### src/rtl/dbg_ctrl.sv
// dbg_ctrl: run/halt/step/dump debug controller that gates the core through cpu_en.
// Latency: commands act one cycle after they are sampled; a breakpoint drops cpu_en in the same cycle.
// Backpressure: none; commands not accepted in the current state are dropped, a dump always runs 32 cycles.
module dbg_ctrl #(
  parameter int CNT_W = 32
) (
  input  logic             clk,
  input  logic             rst,
  input  logic             run,
  input  logic             step,
  input  logic             halt,
  input  logic             dump,
  input  logic             bp_en,
  input  logic [31:0]      bp_addr,
  input  logic [31:0]      PC,
  input  logic [31:0]      reg_data,
  output logic             cpu_en,
  output logic [4:0]       reg_sel,
  output logic             dump_valid,
  output logic [4:0]       dump_idx,
  output logic [31:0]      dump_data,
  output logic [1:0]       state,
  output logic [CNT_W-1:0] icount,
  output logic             bp_hit
);

  typedef enum logic [1:0] {
    ST_HALT = 2'd0,
    ST_RUN  = 2'd1,
    ST_STEP = 2'd2,
    ST_DUMP = 2'd3
  } state_t;

  state_t state_q;
  state_t state_d;
  logic   first_q;
  logic   bp_match;
  logic   cmd_accept;
  logic   run_accept;
  logic   dump_accept;

  // The first RUN cycle never matches, so resuming from a breakpoint PC executes it.
  assign bp_match    = bp_en && (PC == bp_addr) && !first_q;
  assign cmd_accept  = (state_q == ST_HALT) && (run || step || dump);
  assign run_accept  = (state_q == ST_HALT) && run && !step;
  assign dump_accept = (state_q == ST_HALT) && dump && !run && !step;
  assign state       = state_q;

  // State register
  always_ff @(posedge clk) begin
    if (rst) state_q <= ST_HALT;
    else     state_q <= state_d;
  end

  // Next-state: HALT takes step > run > dump, RUN stops on breakpoint or halt
  always_comb begin
    state_d = state_q;
    case (state_q)
      ST_HALT: begin
        if (step)      state_d = ST_STEP;
        else if (run)  state_d = ST_RUN;
        else if (dump) state_d = ST_DUMP;
      end
      ST_RUN:  if (bp_match || halt) state_d = ST_HALT;
      ST_STEP: state_d = ST_HALT;
      ST_DUMP: if (reg_sel == 5'd31) state_d = ST_HALT;
      default: state_d = ST_HALT;
    endcase
  end

  // Output: core enable, combinational so a breakpoint stops the core in the matching cycle
  always_comb begin
    cpu_en = 1'b0;
    if (!rst) begin
      case (state_q)
        ST_RUN:  cpu_en = !bp_match;
        ST_STEP: cpu_en = 1'b1;
        default: cpu_en = 1'b0;
      endcase
    end
  end

  // First-cycle flag: set when run is accepted, cleared after the first RUN cycle
  always_ff @(posedge clk) begin
    if (rst)                     first_q <= 1'b0;
    else if (run_accept)         first_q <= 1'b1;
    else if (state_q == ST_RUN)  first_q <= 1'b0;
  end

  // Sticky breakpoint flag: cleared by any accepted command, set by a match in RUN
  always_ff @(posedge clk) begin
    if (rst)                                bp_hit <= 1'b0;
    else if (cmd_accept)                    bp_hit <= 1'b0;
    else if ((state_q == ST_RUN) && bp_match) bp_hit <= 1'b1;
  end

  // Register index walks 0..31 during DUMP and wraps back to 0 on the last entry
  always_ff @(posedge clk) begin
    if (rst)                     reg_sel <= 5'd0;
    else if (dump_accept)        reg_sel <= 5'd0;
    else if (state_q == ST_DUMP) reg_sel <= reg_sel + 5'd1;
  end

  // Dump capture: register the selected value one cycle after it is addressed
  always_ff @(posedge clk) begin
    if (rst) begin
      dump_valid <= 1'b0;
      dump_idx   <= 5'd0;
      dump_data  <= 32'd0;
    end else begin
      dump_valid <= (state_q == ST_DUMP);
      if (state_q == ST_DUMP) begin
        dump_idx  <= reg_sel;
        dump_data <= reg_data;
      end
    end
  end

  // Retired-instruction counter, wraps naturally
  always_ff @(posedge clk) begin
    if (rst)         icount <= '0;
    else if (cpu_en) icount <= icount + CNT_W'(1);
  end

endmodule
### config.mk
export PLATFORM = sky130hd
export DESIGN_NAME = dbg_ctrl
export DESIGN_NICKNAME = d
export VERILOG_FILES = /design/src/rtl/dbg_ctrl.sv
export SDC_FILE = /design/constraint.sdc
export NUM_CORES = 1
export LEC_CHECK = 0
export ABC_AREA = 0
export CAP_MARGIN = 20
export CORE_MARGIN = 5
export CORE_UTILIZATION = 27
export CTS_CLUSTER_SIZE = 8
export DETAILED_ROUTE_END_ITERATION = 8
export GPL_TIMING_DRIVEN = 0
export HOLD_SLACK_MARGIN = 0.1
export PLACE_DENSITY = 0.53
export SLEW_MARGIN = 20
export SYNTH_ARGS = -nofsm -noshare
export SYNTH_HDL_FRONTEND = slang
export SYNTH_SLANG_ARGS = --single-unit
### constraint.sdc
create_clock -name clk -period 6.1 [get_ports clk]
set_input_delay 1.525 -clock clk [delete_from_list [all_inputs] [get_ports clk]]
set_output_delay 1.525 -clock clk [all_outputs]
set_load 0.1 [all_outputs]
After elaboration in Yosys (flattened, before gate mapping)
Index checks and enable logic that the tools add are counted.
{ "word_totals": {"output_inout_bits": 79, "ff_bits": 79, "elab_cells": 49, "input_bits": 103} }
{ "op_classes": {"n_reduce_logical": 21, "n_mux": 10, "add_sub_neg": 2, "eq_ne": 8} }
{ "ops": {"columns": ["op", "n"], "rows": [
  ["$add A32 B1 Y32 const B", 1],
  ["$eq A32 B32 Y1", 1],
  ["$mux W2", 5],
  ["$logic_and A1 B1 Y1", 9],
  ["$pmux W2 S4", 1],
  ["$add A5 B1 Y5 const B", 1],
  ["$eq A5 B5 Y1 const B", 1],
  ["$eq A2 B2 Y1 const B", 2],
  ["$logic_not A1 Y1", 4],
  ["$ne A2 B2 Y1 const B", 2],
  ["$ne A4 B4 Y1 const B", 1],
  ["$reduce_or A2 Y1", 2],
  ["$logic_or A1 B1 Y1", 3],
  ["$mux W1", 3],
  ["$reduce_and A3 Y1", 1],
  ["$eq A2 B1 Y1 const B", 1],
  ["$logic_not A2 Y1", 1],
  ["$pmux W1 S2", 1],
  ["$reduce_bool A2 Y1", 1]
]} }

Longest topological paths before layout
{ "depth": {"ltp_word": 6, "ltp_mapped": 9, "depth_no_buf": 7} }

Least setup slack after synthesis
No wires, ideal clock.
{ "synth_timing": {"path_type": "input -> output", "start": "input port bp_addr[25]", "end": "output port cpu_en", "required_ns": 4.575, "arrival_time_ns": 3.593, "cell_stages": 7, "setup_slack_ns": 0.982, "n_path_buf": 2, "path_cell_list": "xor2_1 -> nand4b_1 -> or3_1 -> o41ai_4 -> buf_6 -> buf_6 -> nor2_1"} }
{ "synth_between": {"elab_chain_len": 6} }
{ "synth_lines": {"columns": ["element", "line", "text"], "rows": [
  ["start, declared", "14", "input logic [31:0] bp_addr,"],
  ["$eq A32 B32 Y1", "43", "assign bp_match = bp_en && (PC == bp_addr) && !first_q;"],
  ["$logic_and A1 B1 Y1 (2 in series)", "43", null],
  ["$logic_not A1 Y1", "76", "ST_RUN: cpu_en = !bp_match;"],
  ["$pmux W1 S2", "75", "case (state_q)"],
  ["$mux W1", "74", "if (!rst) begin"],
  ["end, declared", "17", "output logic cpu_en,"]
]} }
No other way between the ends.

Worst setup path in the final report
{ "layout_timing": {"start": "input port bp_addr[31]", "end": "output port cpu_en"} }
The elaborated chain is that of the path after synthesis.

==> metrics.yaml <==
layout:
  nets: 744
  utilization_pct: 43.5
  instances_no_fill: 823
  layout-drive-gt1-share_pct: 4.54
  fillers: 1442
  n_antenna_cell: 0
  fin_area_sq_mm: 0.00630
  area_growth_pct: 58.2
synth:
  syn_nets: 552
  synth_top_area_share_pct: 39.7
  yosys_warnings: 0
  async_flop_share_pct: 0
  synthTopCellsByCount: "dfxtp_1, nor2_1, mux2i_1"
  synth_cells: 442
  synth_area_leaders: "dfxtp_1, mux2i_1, xnor2_1"
  ys_seq_area_share_pct: 39.7
  yosys.area.top_type: "dfxtp_1"
  ys.flop_type: "dfxtp_1"
  ys_ff_latch: 79
  avgSynthCellArea_sq_um: 9.02
  yosysMostFrequentCell: "dfxtp_1"
  yosys.cell_types.count: 45
  syn_area_sq_mm: 0.00399
  synth_edf_count: 0
worst_setup_path:
  crit_required_ps: 4580
  slowest_stage: "or4_1"
  crit_type: "input pin to output port"
  crit_fanout: 10
  worstSetupStartpointType: "input pin"
  critPathMaxStageDelay_ps: 570
  path_common_cell: "buf_6"
  path_cells: "clkdlybuf4s50_1, xnor2_1, nand4_1, or4_1, o41ai_4, buf_6, buf_6, nor2_1, clkdlybuf4s15_2"
  critPathCaptureType: "output port"
  critPathArrivalTime_ps: 4440
power_and_ir_drop:
  intPower_mw: 0.926
  ir_worst_vdd_v: 0.000180
  power_switching_mw: 0.393
  p_clk_share_pct: 37.9
  power.density_mw_per_mm2: 209
  power.leakage_nw: 2.03
  swShare_pct: 29.8
  pwr-share-comb_pct: 21.7
  p_seq_share_pct: 40.4
global_route:
  grt_pass1_wl_microns: 22000
  grt_max_degree: 15
  antenna_found_initial: 0
  track_usage_pct: 15.6
  grt-ovfl-total: 0
  grt_pass1_vias: 4086
sta:
  finalSetupViolations: 0
  finalCritPeriodShare_pct: 97.9
  hold_viol: 0
  tightest_slew_ps: 1030
  fmax_mhz: 168
  worst_slack_ps: 130
  slew_headroom_pct: 31.3
  rsz0062_at_grt: "false"
  clock_skew_ps: 6.10
  min_period_ps: 5970
  finalMaxSlewViolations: 0
placement:
  portBuffers: 181
  dp_slack_ps: -409
  dp_hpwl_microns: 10900
  placed_area_sq_mm: 0.00603
  routabilityCongestion: 0.842
  placed_cells: 807
clock_network:
  clock_sinks: 79
  clkLatencyLatePin_ps: 340
  clock_path_buffers: 2
  htree_levels: 3
  root_buffer: "clkbuf_16"
  cts-buffers-inserted: 9
  cts_tree: "built"
  clk_pin_slew_worst_paths_ps: 60
floorplan:
  die_h_microns: 131
  core.rowCount: 44
  initial_core_util_pct: 27.5
  die_w_microns: 131
  core_area_sq_mm: 0.0145
  ios: 182
  die_area_sq_mm: 0.0173
drt:
  drtIter0Drc: 168
  wirelength_microns: 13800
  via_per_inst: 4.94
  dr.pass1.iters: 4
  vias: 4063
  drtAntennaViolNets: 0
  drc: 0
  detail_route.wl_per_cell_microns: 16.8
flow_run:
  drv_cap: 0
min_path:
  min_path_type: "register to register"
run_status:
  status: "finished clean"
-- kinds of logic (layout without fill, tap and decap cells) --
kind of cell / count (synthesis) / in the layout / share of synthesized area (%)
buf+inv: 42 / 239 / 4.90
fa+ha+maj: 7 / 7 / 2.20
simple gates: 158 / 158 / 21.1
xor+xnor: 36 / 36 / 7.91
compound gates: 78 / 78 / 13.6
mux: 42 / 42 / 10.6
flops: 79 / 79 / 39.7
-- power by group through the flow --
stage	Combinational, mW	Clock (mW)	Sequential, mW
2_1_floorplan	0.101	0	0.608
3_3_place_gp	0.285	0	0.544
3_5_place_dp	0.287	0	0.545
4_1_cts	0.288	0.519	0.533
5_1_grt	0.303	0.538	0.534
6_report	0.286	0.500	0.533
-- through the flow --
stage	power [mW]	hold slack, ps	TNS [ps]
floorplan	0.710	492	0
global placement	0.829	471	-389
detailed placement	0.832	478	-409
CTS	1.34	500	0
global route	1.38	523	0
finish	1.32	496	0
-- critical path, delay by kind of cell --
family	cells	cell delay, ps
AO/OA/AOI/OAI	1	520
AND/OR/NAND/NOR	3	760
XOR/XNOR	1	350
buffers and inverters	4	1290
-- timing repair --
| action | in CTS | in global routing |
|---|---|---|
| setup endpoints to repair | 1 | 0 |
| gates resized for setup | 3 | 0 |
| setup buffers | 0 | 0 |
| hold buffers | 0 | 0 |
-- placed cells by master (no fill, tap or decap), types with 5 or more instances in the layout --
cell,n
or3_1,11
a21oi_1,27
o41ai_1,9
o2111ai_1,8
clkbuf_16,9
ha_1,7
and3_1,7
clkbuf_1,18
inv_1,16
nand4_1,27
nand3_1,13
nor2_1,53
buf_6,5
mux2i_1,40
dfxtp_1,79
o21ai_0,5
or4_1,10
o21ai_1,7
clkdlybuf4s50_1,180
nand2_1,12
o31ai_1,7
xor2_1,6
xnor2_1,30
-- path summary, 6_finish.rpt --
path / from / to / slack, ps / depth (start not counted)
max: bp_addr[31] / cpu_en / 130 / 9
min: dump_data[23]$_SDFFE_PP0P_ / dump_data[23]$_SDFFE_PP0P_ / 500 / 2
max reg2reg: icount[2]$_SDFFE_PP0P_ / icount[30]$_SDFFE_PP0P_ / 3560 / 6
min reg2reg: dump_data[23]$_SDFFE_PP0P_ / dump_data[23]$_SDFFE_PP0P_ / 500 / 2
-- routing by layer --
metal	vias up	track usage [%]	share of wire [%]
li1	2008	-	-
met1	1913	18.4	41
met2	131	26.2	50
met3	11	6.38	8.0
met4	0	4.00	1.5
met5	-	0	0
-- sequential cells by signal, summed over array words and instances, names as in the netlist --
name        flops
bp_hit          1
dump_data      32
dump_idx        5
dump_valid      1
first_q         1
icount         32
reg_sel         5
state           2
-- area by class of cell --
class	count	area (sq um)	share of cell area (%)
tap	184	230	3.65
inverter	16	60.1	0.953
timing repair buffer	181	1810	28.8
clock buffer	10	229	3.63
sequential	79	1580	25.1
buffer	26	135	2.14
multi-input combinational	321	2210	35.0
clock inverter	6	46.3	0.734
Power figures use the tool's default switching activity.
